**src/rtl/fifo_pkg.sv**
```systemverilog
// Shared definitions for the async FIFO and its read-side stream adapter:
// skid-buffer occupancy encoding, default word width and a parity helper.
package fifo_pkg;

  localparam int FIFO_DATA_WIDTH = 8;

  localparam logic [1:0] OCC_ZERO = 2'd0;
  localparam logic [1:0] OCC_ONE  = 2'd1;
  localparam logic [1:0] OCC_TWO  = 2'd2;

  // Words wider than 64 bits would be truncated, so keep DATA_WIDTH <= 64.
  function automatic logic even_parity(input logic [63:0] word);
    return ^word;
  endfunction

endpackage

```
**src/rtl/fifo_rd_stream.sv**
```systemverilog
// Drains a first-word-fall-through FIFO read port into a registered valid/ready
// stream through a two-entry skid buffer. Define FIFO_RD_STREAM_PARITY_EN to add M_PARITY.
module fifo_rd_stream
  import fifo_pkg::*;
#(
  parameter int DATA_WIDTH = FIFO_DATA_WIDTH
) (
  input  logic                  CLK,
  input  logic                  RST,
  input  logic                  FIFO_EMPTY,
  input  logic [DATA_WIDTH-1:0] FIFO_RD_DATA,
  output logic                  FIFO_R_INC,
  output logic                  M_VALID,
  output logic [DATA_WIDTH-1:0] M_DATA,
  input  logic                  M_READY,
`ifdef FIFO_RD_STREAM_PARITY_EN
  output logic                  M_PARITY,
`endif
  output logic [1:0]            BUF_LEVEL
);

  logic [1:0]            count_q, count_d;
  logic [DATA_WIDTH-1:0] head_q, head_d;
  logic [DATA_WIDTH-1:0] skid_q, skid_d;
  logic                  valid_q;
  logic                  pop_s;
  logic                  take_s;
`ifdef FIFO_RD_STREAM_PARITY_EN
  logic                  head_par_q, head_par_d;
  logic                  skid_par_q, skid_par_d;
  logic                  in_par_s;

  assign in_par_s = even_parity(64'(FIFO_RD_DATA));
`endif

  // The pop decision never looks at M_READY, so there is no ready-to-R_INC path.
  assign pop_s  = ~RST & ~FIFO_EMPTY & (count_q != OCC_TWO);
  assign take_s = valid_q & M_READY;

  // Next-state for occupancy, head and skid registers.
  always_comb begin
    count_d = count_q;
    head_d  = head_q;
    skid_d  = skid_q;
`ifdef FIFO_RD_STREAM_PARITY_EN
    head_par_d = head_par_q;
    skid_par_d = skid_par_q;
`endif
    case (count_q)
      OCC_ZERO: begin
        if (pop_s) begin
          head_d  = FIFO_RD_DATA;
          count_d = OCC_ONE;
`ifdef FIFO_RD_STREAM_PARITY_EN
          head_par_d = in_par_s;
`endif
        end else begin
          count_d = OCC_ZERO;
        end
      end
      OCC_ONE: begin
        if (pop_s && take_s) begin
          head_d = FIFO_RD_DATA;
`ifdef FIFO_RD_STREAM_PARITY_EN
          head_par_d = in_par_s;
`endif
        end else if (pop_s) begin
          skid_d  = FIFO_RD_DATA;
          count_d = OCC_TWO;
`ifdef FIFO_RD_STREAM_PARITY_EN
          skid_par_d = in_par_s;
`endif
        end else if (take_s) begin
          count_d = OCC_ZERO;
        end else begin
          count_d = OCC_ONE;
        end
      end
      OCC_TWO: begin
        if (take_s) begin
          head_d  = skid_q;
          count_d = OCC_ONE;
`ifdef FIFO_RD_STREAM_PARITY_EN
          head_par_d = skid_par_q;
`endif
        end else begin
          count_d = OCC_TWO;
        end
      end
      default: count_d = OCC_ZERO;
    endcase
  end

  // State registers with synchronous reset.
  always_ff @(posedge CLK) begin
    if (RST) begin
      count_q <= OCC_ZERO;
      head_q  <= '0;
      skid_q  <= '0;
      valid_q <= 1'b0;
`ifdef FIFO_RD_STREAM_PARITY_EN
      head_par_q <= 1'b0;
      skid_par_q <= 1'b0;
`endif
    end else begin
      count_q <= count_d;
      head_q  <= head_d;
      skid_q  <= skid_d;
      valid_q <= (count_d != OCC_ZERO);
`ifdef FIFO_RD_STREAM_PARITY_EN
      head_par_q <= head_par_d;
      skid_par_q <= skid_par_d;
`endif
    end
  end

  assign FIFO_R_INC = pop_s;
  assign M_VALID    = valid_q;
  assign M_DATA     = head_q;
  assign BUF_LEVEL  = count_q;
`ifdef FIFO_RD_STREAM_PARITY_EN
  assign M_PARITY   = head_par_q;
`endif

endmodule

```
**config.mk**
```make
export PLATFORM = sky130hd
export DESIGN_NAME = fifo_rd_stream
export DESIGN_NICKNAME = d
export VERILOG_FILES = /design/src/rtl/fifo_pkg.sv /design/src/rtl/fifo_rd_stream.sv
export SDC_FILE = /design/constraint.sdc
export NUM_CORES = 1
export LEC_CHECK = 0
export CORE_MARGIN = 2
export CORE_UTILIZATION = 40
export DETAILED_ROUTE_END_ITERATION = 8
export GPL_TIMING_DRIVEN = 0
export MAX_ROUTING_LAYER = met4
export PLACE_DENSITY = 0.68
export SLEW_MARGIN = 10
export SYNTH_ARGS = -nofsm -noshare
export SYNTH_HDL_FRONTEND = slang
export SYNTH_SLANG_ARGS = --single-unit
```
**constraint.sdc**
```tcl
create_clock -name CLK -period 1.6 [get_ports CLK]
set_input_delay 0.24 -clock CLK [delete_from_list [all_inputs] [get_ports CLK]]
set_output_delay 0.24 -clock CLK [all_outputs]
set_load 0.02 [all_outputs]
```
==> impl_metrics.yaml <==
die:
  die-area_um2: 2590
  io_pins: 24
  design.core.area_um2: 2020
  start_util: 0.434
  row_count: 16
  die_w_um: 50.9
  die_y_um: 50.9
synthesis:
  synth_edf_count: 0
  synth.distinct_cells: 22
  netlist_area_um2: 878
  ys_seq_elements: 19
  synth_area_leaders: "dfxtp_1 (43%), a311oi_2 (14%), mux2i_1 (9.1%)"
  synth_fa_ha_area_frac: 0
  synth_top_family_by_area: "simple AND/OR/NAND/NOR gates"
  netlist_instances: 94
  synth_area_per_cell_um2: 9.34
  yosys_warnings: 0
  synth_top_area_cell: "dfxtp_1"
  synth_compound_area_frac: 0.208
  synth_most_common_cell: "dfxtp_1"
  synth_top_area_share: 0.433
  synth_mux_area_frac: 0.0912
  seq_area_frac_synth: 0.433
  synth_async_sr_flop_share: 0
  synth_common_cells: "dfxtp_1 (19), nand2_1 (17), nor2_1 (12)"
  synthSimpleGateAreaFrac: 0.224
  synth-main-ff-cell: "dfxtp_1"
  syn_nets: 106
  synth_xor_xnor_area_share: 0
clock_network:
  clkSinkCount: 19
  insertion_delay_ns: 0.30
  clkSlewWorstSetupHoldPaths_ns: 0.10
  cts_made_buffers: 3
  cts_root_buf: "clkbuf_4"
  hold_buffers: 0
  cts_buffer_depth: 2
  cts_tree: "done"
  cts.htree.levels: 1
layout:
  final_area_um2: 1220
  area_delta_synth_final_pct: 38.6
  drive_gt1_frac: 0.211
  postLayoutCoreUtil: 0.602
  antenna_cells: 0
  nets: 136
  instances_no_fill: 150
status:
  outcome: "finished, final reports clean"
drt:
  drt_iter0_drc: 12
  route.met3.wl_um: 75
  drc_errors: 0
  dr.pass1.iters: 4
  ant_nets: 0
  drt-wirelength-per-cell_um: 12.4
  viasPerCell: 4.97
  wl_met1_um: 903
  drt-total-wl_um: 1850
  wl_met2_um: 861
  top_layer: "met4"
  vias: 746
pwr:
  report.power.total_mw: 1.04
  vdd_drop_max_uv: 593
  power.density_nw_per_um2: 852
  p_leak_nw: 0.527
timing:
  skew_ns: 0.00887
  tightest_slew_ns: 0.447
  slew_violations: 0
  rsz0062_at_grt: "true"
  finalHoldViolCount: 0
  setup_viol: 0
  setup_tns_ns: 0
  fmax_mhz: 646
  period_share: 0.968
  max-slew-margin-rel: 0.702
  period_minus_slack_ns: 1.55
min_path:
  whs_path_depth: 4
  hold_end: "M_VALID$_SDFF_PP0_"
  hold_start: "FIFO_EMPTY"
  hp-class: "input pin to register"
global_routing:
  grt_pass1_wl_um: 3110
  antenna_found_initial: 0
  grt_pass1_vias: 720
  grt_max_degree: 11
  track_usage: 0.168
  grt_overflow_total: 0
setup_path:
  reg2reg_to: "M_DATA[7]$_SDFFE_PP0P_"
  startpoint_type: "input pin"
  path_delay_family: "simple AND/OR/NAND/NOR gates"
  criticalPathCategory: "input pin to register"
  worst_path_max_delay_cell: "clkdlybuf4s50_1"
  worstRegToRegCells: 5
  reg2reg_slack_ns: 0.14
  cp-end-kind: "register"
  path_max_fanout: 9
  required_ns: 1.78
  crit_buf_inv: 2
  path_cells: "clkdlybuf4s50_1 > or3_4 > nor2_4 > or2_1 > buf_6 > a311oi_2"
  cpPeakStageDelay_ns: 0.45
  timing.rr.start: "BUF_LEVEL[1]$_SDFF_PP0_"
  critical_path_arrival_ns: 1.73
placement:
  placed_area_um2: 1140
  hpwl_um: 1290
  gp_congestion: 0.691
  place_inst: 144
  portBuffers: 23
job:
  maxCapViolations: 0
-- flip-flops by register name, summed over array words and instances, names as in the netlist --
name and flops:
M_DATA 8, BUF_LEVEL 2, M_VALID 1, skid_q 8
-- what timing repair did --
action / CTS / global route
endpoints found under the setup margin: 11 / 19
gates resized for setup: 14 / 5
gates cloned: 0 / 0
setup buffers: 2 / 0
pin swaps: 1 / 0
-- per-layer routing --
| layer | vias up | track usage |
|---|---|---|
| met1 | 341 | 0.204 |
| met4 | 0 | 0.0405 |
| met2 | 14 | 0.268 |
| li1 | 389 | - |
| met3 | 2 | 0.0614 |
| met5 | - | - |
-- cells in the final DEF, fill, tap and decap left out, types with 2 or more instances in the layout --
cell type	count
nor3_1	8
clkdlybuf4s50_1	19
a311oi_2	8
nor2_1	12
clkbuf_1	2
dfxtp_1	17
buf_4	4
mux2i_1	8
a21oi_1	3
dfxtp_2	2
nand2b_1	2
dlymetal6s2s_1	3
nand2_1	17
clkbuf_4	4
-- power breakdown --
| group | leakage (nW) | switching (mW) | total (mW) | internal, mW |
|---|---|---|---|---|
| clock network | 0.0150 | 0.147 | 0.244 | 0.0971 |
| logic | 0.356 | 0.131 | 0.266 | 0.135 |
| registers | 0.156 | 0.0229 | 0.527 | 0.504 |
-- final cells by class --
cell class              instances  area (um2)
fillers                       186         805
inverters                       1        3.75
multi-input cells              68         472
plain buffers                   6        48.8
clock buffers                   4        26.3
repair buffers                 25         250
flip-flops and latches         19         383
well taps                      27        33.8
-- worst max path at each step --
stage                       startpoint                      to  slack, ns  cells after the start
4_1_cts                     FIFO_EMPTY  M_DATA[7]$_SDFFE_PP0P_      0.007                      6
5_1_grt        BUF_LEVEL[1]$_SDFF_PP0_              FIFO_R_INC      0.003                      4
6_report                           RST  M_DATA[7]$_SDFFE_PP0P_       0.05                      6
3_3_place_gp                       RST              FIFO_R_INC      -0.61                      4
3_5_place_dp                       RST              FIFO_R_INC      -0.62                      4
2_1_floorplan  BUF_LEVEL[0]$_SDFF_PP0_              FIFO_R_INC       0.09                      3
-- worst register-to-register path, cell delays in order, from the launching register on --
cell,delay (ns)
dfxtp_2,0.37
or3_4,0.37
nor2_4,0.21
or2_1,0.15
buf_6,0.15
a311oi_2,0.09
-- through the flow --
| stage | setup slack (ns) | hold WS [ns] |
|---|---|---|
| finish | 0.0512 | 0.431 |
| global route | 0.00251 | 0.446 |
| CTS | 0.00697 | 0.495 |
| detailed placement | -0.623 | 0.488 |
| global placement | -0.605 | 0.475 |
| floorplan | 0.0871 | 0.336 |
-- cell families (layout without fill, tap and decap cells) --
group                  after synthesis  after routing
buffers and inverters                7             36
and+or+nand+nor                     44             44
muxes                                8              8
AOI/OAI and AO/OA                   16             16
DFF                                 19             19
No activity file was read; power rests on OpenSTA's default activity.
